`src/rtl/ctr_buffer.sv`:
```
// Circular control-transfer record buffer fed by commit ports,
// with a registered, youngest-first indexed read port.
package ctr_buffer_pkg;
   typedef struct packed {
      int unsigned XLEN;
      int unsigned NrCommitPorts;
   } cva6_cfg_t;

   localparam cva6_cfg_t cva6_cfg_empty = '{
      XLEN: 32,
      NrCommitPorts: 2
   };
endpackage

module ctr_buffer
   import ctr_buffer_pkg::*;
#(
   parameter cva6_cfg_t   CVA6Cfg = cva6_cfg_empty,
   parameter int unsigned NrPorts = CVA6Cfg.NrCommitPorts,
   parameter int unsigned Depth   = 16,
   parameter int unsigned TypeW   = 4,
   localparam int unsigned XLEN   = CVA6Cfg.XLEN,
   localparam int unsigned IdxW   = $clog2(Depth)
) (
   input  logic                     clk_i,
   input  logic                     rstn_i,
   input  logic [NrPorts-1:0]       ctr_valid_i,
   input  logic [NrPorts*XLEN-1:0]  ctr_source_i,
   input  logic [NrPorts*XLEN-1:0]  ctr_target_i,
   input  logic [NrPorts*TypeW-1:0] ctr_type_i,
   input  logic [2**TypeW-1:0]      type_inhibit_i,
   input  logic                     freeze_i,
   input  logic                     clear_i,
   input  logic                     rd_req_i,
   input  logic [IdxW-1:0]          rd_idx_i,
   output logic                     rd_valid_o,
   output logic                     rd_hit_o,
   output logic [XLEN-1:0]          rd_source_o,
   output logic [XLEN-1:0]          rd_target_o,
   output logic [TypeW-1:0]         rd_type_o,
   output logic [IdxW:0]            count_o,
   output logic                     wrap_o
);

   logic [XLEN-1:0]  r_src  [Depth];
   logic [XLEN-1:0]  r_tgt  [Depth];
   logic [TypeW-1:0] r_type [Depth];

   logic [IdxW-1:0]  r_wptr;
   logic [IdxW:0]    r_count;
   logic             r_wrap;

   logic             r_rd_valid;
   logic             r_rd_hit;
   logic [XLEN-1:0]  r_rd_src;
   logic [XLEN-1:0]  r_rd_tgt;
   logic [TypeW-1:0] r_rd_type;

   logic [NrPorts-1:0] w_acc;
   logic [IdxW-1:0]    w_wr_idx [NrPorts];
   logic [IdxW:0]      w_n;
   logic [IdxW+1:0]    w_sum;
   logic               w_over;
   logic [IdxW-1:0]    w_rd_phys;
   logic               w_rd_hit;

   // Accepted ports are packed densely from wptr in port order.
   always_comb begin
      logic [IdxW:0] v_n;
      logic [TypeW-1:0] v_ty;
      v_n = '0;
      v_ty = '0;
      w_acc = '0;
      for (int p = 0; p < NrPorts; p++) begin
         v_ty = ctr_type_i[p*TypeW +: TypeW];
         w_acc[p] = ctr_valid_i[p]
                  & ~type_inhibit_i[v_ty]
                  & ~freeze_i
                  & ~clear_i;
         w_wr_idx[p] = r_wptr + v_n[IdxW-1:0];
         v_n = v_n + {{IdxW{1'b0}}, w_acc[p]};
      end
      w_n = v_n;
   end

   assign w_sum     = {1'b0, r_count} + {1'b0, w_n};
   assign w_over    = w_sum > (IdxW+2)'(Depth);
   assign w_rd_phys = r_wptr - IdxW'(1) - rd_idx_i;
   assign w_rd_hit  = {1'b0, rd_idx_i} < r_count;

   always_ff @(posedge clk_i or negedge rstn_i) begin
      if (!rstn_i) begin
         r_wptr  <= '0;
         r_count <= '0;
         r_wrap  <= 1'b0;
      end else if (clear_i) begin
         r_wptr  <= '0;
         r_count <= '0;
         r_wrap  <= 1'b0;
      end else begin
         r_wptr <= r_wptr + w_n[IdxW-1:0];
         if (w_over) begin
            r_count <= (IdxW+1)'(Depth);
            r_wrap  <= 1'b1;
         end else begin
            r_count <= w_sum[IdxW:0];
         end
      end
   end

   // Storage needs no reset: count gates visibility.
   always_ff @(posedge clk_i) begin
      for (int p = 0; p < NrPorts; p++) begin
         if (w_acc[p]) begin
            r_src[w_wr_idx[p]]  <= ctr_source_i[p*XLEN +: XLEN];
            r_tgt[w_wr_idx[p]]  <= ctr_target_i[p*XLEN +: XLEN];
            r_type[w_wr_idx[p]] <= ctr_type_i[p*TypeW +: TypeW];
         end
      end
   end

   always_ff @(posedge clk_i or negedge rstn_i) begin
      if (!rstn_i) begin
         r_rd_valid <= 1'b0;
         r_rd_hit   <= 1'b0;
         r_rd_src   <= '0;
         r_rd_tgt   <= '0;
         r_rd_type  <= '0;
      end else begin
         r_rd_valid <= rd_req_i;
         if (rd_req_i) begin
            r_rd_hit <= w_rd_hit;
            if (w_rd_hit) begin
               r_rd_src  <= r_src[w_rd_phys];
               r_rd_tgt  <= r_tgt[w_rd_phys];
               r_rd_type <= r_type[w_rd_phys];
            end else begin
               r_rd_src  <= '0;
               r_rd_tgt  <= '0;
               r_rd_type <= '0;
            end
         end
      end
   end

   assign rd_valid_o  = r_rd_valid;
   assign rd_hit_o    = r_rd_hit;
   assign rd_source_o = r_rd_src;
   assign rd_target_o = r_rd_tgt;
   assign rd_type_o   = r_rd_type;
   assign count_o     = r_count;
   assign wrap_o      = r_wrap;

endmodule

```
`config.mk`:
```
export PLATFORM = sky130hd
export DESIGN_NAME = ctr_buffer
export DESIGN_NICKNAME = d
export VERILOG_FILES = /design/src/rtl/ctr_buffer.sv
export SDC_FILE = /design/constraint.sdc
export NUM_CORES = 2
export LEC_CHECK = 0
export CAP_MARGIN = 20
export CELL_PAD_IN_SITES_DETAIL_PLACEMENT = 0
export CELL_PAD_IN_SITES_GLOBAL_PLACEMENT = 1
export CORE_ASPECT_RATIO = 1.5
export CORE_MARGIN = 1
export CORE_UTILIZATION = 53
export CTS_BUF_LIST = sky130_fd_sc_hd__clkbuf_4 sky130_fd_sc_hd__clkbuf_8 sky130_fd_sc_hd__clkbuf_16
export DETAILED_ROUTE_END_ITERATION = 10
export GPL_TIMING_DRIVEN = 0
export PLACE_DENSITY = 0.89
export SLEW_MARGIN = 10
export SYNTH_ARGS = -nofsm -noshare
export SYNTH_HDL_FRONTEND = slang
export SYNTH_SLANG_ARGS = --single-unit
export TNS_END_PERCENT = 50
```
`constraint.sdc`:
```
create_clock -name clk_i -period 12 [get_ports clk_i]
set_clock_uncertainty 0.1 [all_clocks]
set_input_delay 2.4 -clock clk_i [delete_from_list [all_inputs] [get_ports clk_i]]
set_output_delay 2.4 -clock clk_i [all_outputs]
set_load 0.05 [all_outputs]
```
==> impl_metrics.yaml <==
drt:
  detailroute.wirelength.met2_um: 90800
  drt_first_iter_violations: 3894
  totalWireLength_um: 175000
  top_routing_layer_used: "met5"
  routedWlPerCell_um: 31.6
  routedLengthMet1_um: 60800
  detailedRoute.firstPassIterationCount: 8
  ant_nets: 0
  wl_met3_um: 14200
  drcViolationCount: 88
  vias_per_cell: 6.45
  dr_total_vias: 35700
clock_network:
  cts_tree: "yes"
  cts.clk_slew.worst_paths_ns: 0.07
  clkSinkCount: 1168
  cts_made_buffers: 110
  cts.htree.levels: 3
  root_buffer: "sky130_fd_sc_hd__clkbuf_16"
  postCtsSetupRepairBufs: 0
  postCtsResizedCells: 0
  clock_insertion_delay_worst_skew_ns: 0.72
  cts-hold-fix-buffers: 0
  cts_max_path_buffers: 3
timing:
  layout_min_cycle_time_ns: 8.46
  report.final.setup_viol: 0
  worst_relative_slew_slack_pct: 27.3
  worst_slew_pin_slew_ns: 1.09
  timing.final.max_slew_violations: 0
  rsz_0062_raised_after_global_routing: "false"
  finalHoldViolations: 0
  timing.fmax_mhz: 118
  layout_worst_path_cycle_share_pct: 70.5
  fin_hold_ws_ns: 0.383
setup_path:
  cp_launch_type: "input port"
  crit_path_max_fanout: 10
  cpPeakStageDelay_ns: 0.63
  path_common_cell: "sky130_fd_sc_hd__buf_4"
  cp-end-kind: "flop"
  worst_r2r_endpoint: "rd_target_o[28]$_DFFE_PN0P_"
  crit_slowest_cell: "sky130_fd_sc_hd__clkbuf_1"
  crit_arrival_ns: 8.83
  critical_path_class: "input port to flop"
  reg2regPathDepth: 9
  crit-reg2reg-launch: "r_wptr[0]$_DFF_PN0_"
  required_ns: 12.37
  ff2ff_setup_slack_ns: 7.20
  crit_chain: "clkdlybuf4s50_1 > clkbuf_1 > mux4_2 > mux4_2 > nand3b_1 > inv_1 > ha_1 > ha_1 > nand2b_1 > o32a_1 > nand4bb_1 > clkbuf_1 > buf_2 > buf_2 > o41ai_2 > buf_4 > buf_4 > buf_4 > buf_4"
floorplanning:
  initial_core_util_pct: 53.4
  die_span_in_y_um: 410
  num_io_pins: 239
  die_width_um: 274
  area_enclosed_by_the_die_boundary_mm2: 0.112
  std_cell_rows: 149
  fp.coreArea_mm2: 0.110
yosys:
  yosys.area.top_type_share_pct: 55.6
  ys_top_cells_by_area: "sky130_fd_sc_hd__edfxtp_1 56%, sky130_fd_sc_hd__mux2_2 19%, sky130_fd_sc_hd__mux4_2 11%, sky130_fd_sc_hd__dfrtp_1 3.4%, sky130_fd_sc_hd__nand2_1 1.8%"
  asyncSetResetFlopFracSynth_pct: 6.85
  yosys.area.top_type: "sky130_fd_sc_hd__edfxtp_1"
  syn-num-nets: 3720
  yosys_warnings: 0
  flip_flop_cell_with_the_highest_count_after_synthesis: "sky130_fd_sc_hd__edfxtp_1"
  synth-seq-cells: 1168
  most_common_cell_in_the_synthesized_netlist: "sky130_fd_sc_hd__edfxtp_1"
  synth_seq_area_share_pct: 59.0
  syn_avg_cell_area_um2: 16.6
  synthesis.instances: 3541
  synthesized_area_mm2: 0.0587
  number_of_synthesized_flops_with_an_enable_pin: 1088
  synth.lib_cells_used.distinct: 51
  ys_top_cells_by_count: "1,088 x sky130_fd_sc_hd__edfxtp_1, 989 x sky130_fd_sc_hd__mux2_2, 281 x sky130_fd_sc_hd__mux4_2"
global_routing:
  grt_util_all_layers_pct: 31.2
  first_global_vias: 37200
  grt_remaining_overflow: 0
  grt_antenna_before_repair: 9
  grt_pass1_wl_um: 251000
  grt_start_max_net_pins: 44
status:
  violations: "design-rule violations"
  outcome: "finished with violations"
hold_path:
  timing.hold.worst.start: "rd_hit_o$_DFFE_PN0P_"
  whs_path_depth: 1
  min-delay-path-class: "flop to flop"
  hold_end: "rd_hit_o$_DFFE_PN0P_"
power:
  cellLeakagePower_nw: 23.3
  power.density_mw_per_mm2: 138
  worst_ir_drop_vdd_uv: 125
placement:
  gp_routability_congestion: 0.824
  placed_cell_area_mm2: 0.0645
  port-buffer-count: 235
  post-dp-hpwl_um: 120000
cells_and_area:
  multiInputGateArea_mm2: 0.0224
  flow.area_growth_from_synthesis_pct: 16.2
  fill_cell_total_of_the_finished_layout: 8057
  post-route-cell-area_mm2: 0.0682
  register_area_mm2: 0.0347
  post_route_cells_drive_above_1_share_pct: 43.0
  fin_nets: 4176
flow_run:
  max_cap_viol_count: 0
[cell type report]
class,count,share of cell area [%]
Clock inverter,44,0.545
Clock buffer,162,4.84
Sequential cell,1168,50.8
Tap cell,1434,2.63
Antenna cell,5,0.0183
Inverter,11,0.0605
Buffer,387,2.62
Timing Repair Buffer,344,5.60
Multi-Input combinational cell,1975,32.9
[flip-flops by register name, summed over array words and instances, names as in the netlist]
register	flops
r_src	512
r_wptr	4
rd_valid_o	1
wrap_o	1
rd_hit_o	1
r_type	64
rd_type_o	4
count_o	5
rd_source_o	32
r_tgt	512
rd_target_o	32
[where the power goes]
part,switching [mW],internal [mW],leakage [nW]
Sequential,0.0346,4.50,10.9
Combinational,0.718,0.566,10.6
Clock,1.56,2.03,1.86
[worst max path at each step]
stage	start	endpoint	slack, ns
after floorplan	ctr_type_i[0]	r_src[2][0]$_DFFE_PP_	0.15
after CTS	ctr_type_i[0]	r_src[6][28]$_DFFE_PP_	3.13
after detailed placement	ctr_type_i[0]	r_tgt[6][0]$_DFFE_PP_	2.33
after global placement	ctr_type_i[0]	r_tgt[6][0]$_DFFE_PP_	-9.27
after global routing	ctr_type_i[0]	r_src[6][28]$_DFFE_PP_	3.37
final	ctr_type_i[0]	r_src[6][28]$_DFFE_PP_	3.54
[cell families after synthesis]
kind of cell	share of synthesized area [%]
buffers and inverters	3.11
AOI/OAI and AO/OA	1.61
xor gates and xnor gates	0.134
adders and majority gates	0.379
muxes	32.1
and+or+nand+nor	3.65
DFF	59.0
[cell usage in the layout, fill, tap and decap left out, types with 4 or more instances in the layout]
cell	count
sky130_fd_sc_hd__mux2_2	989
sky130_fd_sc_hd__inv_1	10
sky130_fd_sc_hd__o31ai_4	7
sky130_fd_sc_hd__dfrtp_1	80
sky130_fd_sc_hd__xnor2_1	6
sky130_fd_sc_hd__buf_1	43
sky130_fd_sc_hd__edfxtp_1	1088
sky130_fd_sc_hd__clkinv_1	17
sky130_fd_sc_hd__a21oi_1	7
sky130_fd_sc_hd__buf_2	61
sky130_fd_sc_hd__nor2_1	11
sky130_fd_sc_hd__mux2_4	67
sky130_fd_sc_hd__clkbuf_1	246
sky130_fd_sc_hd__buf_4	47
sky130_fd_sc_hd__a32o_1	68
sky130_fd_sc_hd__a21o_1	4
sky130_fd_sc_hd__ha_1	13
sky130_fd_sc_hd__diode_2	5
sky130_fd_sc_hd__clkdlybuf4s50_1	234
sky130_fd_sc_hd__mux4_2	281
sky130_fd_sc_hd__nand2_1	278
sky130_fd_sc_hd__clkbuf_4	35
sky130_fd_sc_hd__buf_8	42
sky130_fd_sc_hd__clkbuf_8	12
sky130_fd_sc_hd__bufinv_16	6
sky130_fd_sc_hd__nor2b_1	7
sky130_fd_sc_hd__nor3_1	7
sky130_fd_sc_hd__buf_16	15
sky130_fd_sc_hd__clkinv_2	19
sky130_fd_sc_hd__buf_6	40
sky130_fd_sc_hd__nand3_1	140
sky130_fd_sc_hd__clkbuf_16	115
sky130_fd_sc_hd__mux2_1	34
sky130_fd_sc_hd__nand2b_1	9
sky130_fd_sc_hd__and3_1	5
[metal layers]
layer  global-route usage (%)  vias up
li1                         -    14900
met1                     36.8    18500
met2                     54.5     1835
met3                     5.48      417
met4                     15.5       12
met5                        0        -
[critical path: cells and delay by family]
kind,cells,cell delay [ns]
AOI/OAI and AO/OA,2,0.57
adders and majority gates,2,0.48
buffers and inverters,10,3.53
muxes,2,1.07
and+or+nand+nor,3,0.76
[stage by stage]
stage / worst slack [ns] / util [%] / std cells / total power, mW / TNS [ns]
finish: 3.54 / 62.0 / 5530 / 9.41 / 0
detailed placement: 2.33 / 58.6 / 5312 / 5.88 / 0
global route: 3.37 / 62.0 / 5526 / 9.62 / 0
floorplan: 0.153 / - / 3541 / 5.42 / 0
CTS: 3.13 / 62.0 / 5518 / 9.41 / 0
global placement: -9.27 / 57.2 / 5210 / 5.85 / -4313.33
No activity file was read; power rests on OpenSTA's default activity.
==> RTL edit, RTL diff (config.mk and constraints unchanged) <==
Set the parameter `TypeW` to 6 (it was 4).
--- a/src/rtl/ctr_buffer.sv
+++ b/src/rtl/ctr_buffer.sv
@@ -19,5 +19,5 @@
    parameter int unsigned NrPorts = CVA6Cfg.NrCommitPorts,
    parameter int unsigned Depth   = 16,
-   parameter int unsigned TypeW   = 4,
+   parameter int unsigned TypeW   = 6,
    localparam int unsigned XLEN   = CVA6Cfg.XLEN,
    localparam int unsigned IdxW   = $clog2(Depth)
Interface: changed (resized ctr_type_i, rd_type_o and type_inhibit_i); port bits go from 239 to 293. The function was not compared with the original's and may differ.
==> RTL edit against the unedited design <==
Sequential cell count grew 34. Wire length rose by 12%. Design area increased by 7.0%. Largest cell class unchanged. Power rose by 5.0%. Maximum frequency down 11%. Register-to-register slack worse by 0.47 ns. Sequential power increased by 3%. Final cell count is 7.6% higher. Synthesized cell count grew 5.6%. Critical endpoint is now r_tgt[2][11]. Area after synthesis increased by 5.8%. Worst setup slack got worse by 1.0 ns. Combinational power is 15% higher.
==> RTL edit: results <==
set metrics [dict create \
    worstReg2RegStart "r_wptr[1]" \
    buf_share_pct 9.46 \
    dpl.hpwl_um 136000 \
    critPathMaxStageDelay_ns 0.97 \
    regToRegSetupSlack_ns 6.73 \
    met3_length_um 17300 \
    drive_gt1_share_pct 43.9 \
    grt.met3_usage_pct 5.86 \
    inv_count 12 \
    grt_util_met2_pct 57.6 \
    synth_edf_count 1120 \
    grt_pass1_vias 40800 \
    cts-root-buf "clkbuf_16" \
    final-clk-cell-share_pct 5.25 \
    total_leakage_power_nw 25.8 \
    buffers 848 \
    arrival_ns 9.80 \
    drt_iter0_markers 4619 \
    synth_compound_area_share_pct 1.69 \
    routed_wirelength_um 196000 \
    yosysUniqueCellTypes 56 \
    seq_share_pct 48.9 \
    grt_max_degree 49 \
    clkPwrFrac_pct 38.0 \
    track_usage_pct 33.2 \
    multi_input_area_um2 24600 \
    p_seq_share_pct 47.2 \
    async_flop_share_pct 6.82 \
    grt_pass1_wl_um 280000 \
    syn_nets 3970 \
    synthAdderAreaFrac_pct 0.358 \
    met1_length_um 65300 \
    synth_xor_area_share_pct 0.169 \
    ys_top_cells_by_count "edfxtp_1 (1120), mux2_2 (902), mux4_2 (305)" \
    nClkBuffers 159 \
    vias 39000 \
    clock_latency_ns 0.74 \
    num_antenna_cells 8 \
    worst_hold_slack_ns 0.387 \
    status "complete, no violations" \
    num-multi-input-gates 2119 \
    ys_ff_latch 1202 \
    wl_met2_um 101000 \
    first_pass_iters 6 \
    met1_usage_pct 38.6 \
    relSlewSlack_pct 18.3 \
    nets 4527 \
    antenna_found_initial 19 \
    syn2layout_area_growth_pct 17.5 \
    crit_end "r_tgt[2][11]" \
    ys_top_cells_by_area "edfxtp_1 (54%), mux2_2 (16%), mux4_2 (11%)" \
    yosysSeqAreaShare_pct 57.4 \
    r2r_cells 12 \
    p_switching_mw 2.49 \
    io_buffers 287 \
    ir_worst_vdd_mv 0.134 \
    synth.area.mux_share_pct 32.9 \
    fillers 8386 \
]
RTL edit: changes by cell type after synthesis, moves of 32 or more:
cell / before / now
mux2_4: 67 / 204
mux2_1: 34 / 1
mux2_2: 989 / 902
nand3_1: 140 / 80
nand3b_1: 2 / 71
buf_4: 14 / 57
edfxtp_1: 1088 / 1120
mux2i_1: 0 / 37
RTL edit: kinds of logic after synthesis:
logic type,count (synthesis)
xor+xnor,12
flops,1202
mux,1449
fa+ha+maj,16
simple gates,524
compound gates,118
buf+inv,418
RTL edit: stage by stage:
step / instance area [µm²] / power (mW) / setup TNS [ns] / instances / setup slack [ns]
after floorplan: 62200 / 5.65 / -28.84 / 3739 / -0.0826
after global placement: 67000 / 6.14 / -6765.13 / 5576 / -11.41
after detailed placement: 69000 / 6.18 / 0 / 5720 / 1.42
after CTS: 72900 / 9.86 / 0 / 5933 / 2.13
after global routing: 73000 / 10.1 / 0 / 5949 / 2.60
final: 73000 / 9.88 / 0 / 5952 / 2.52
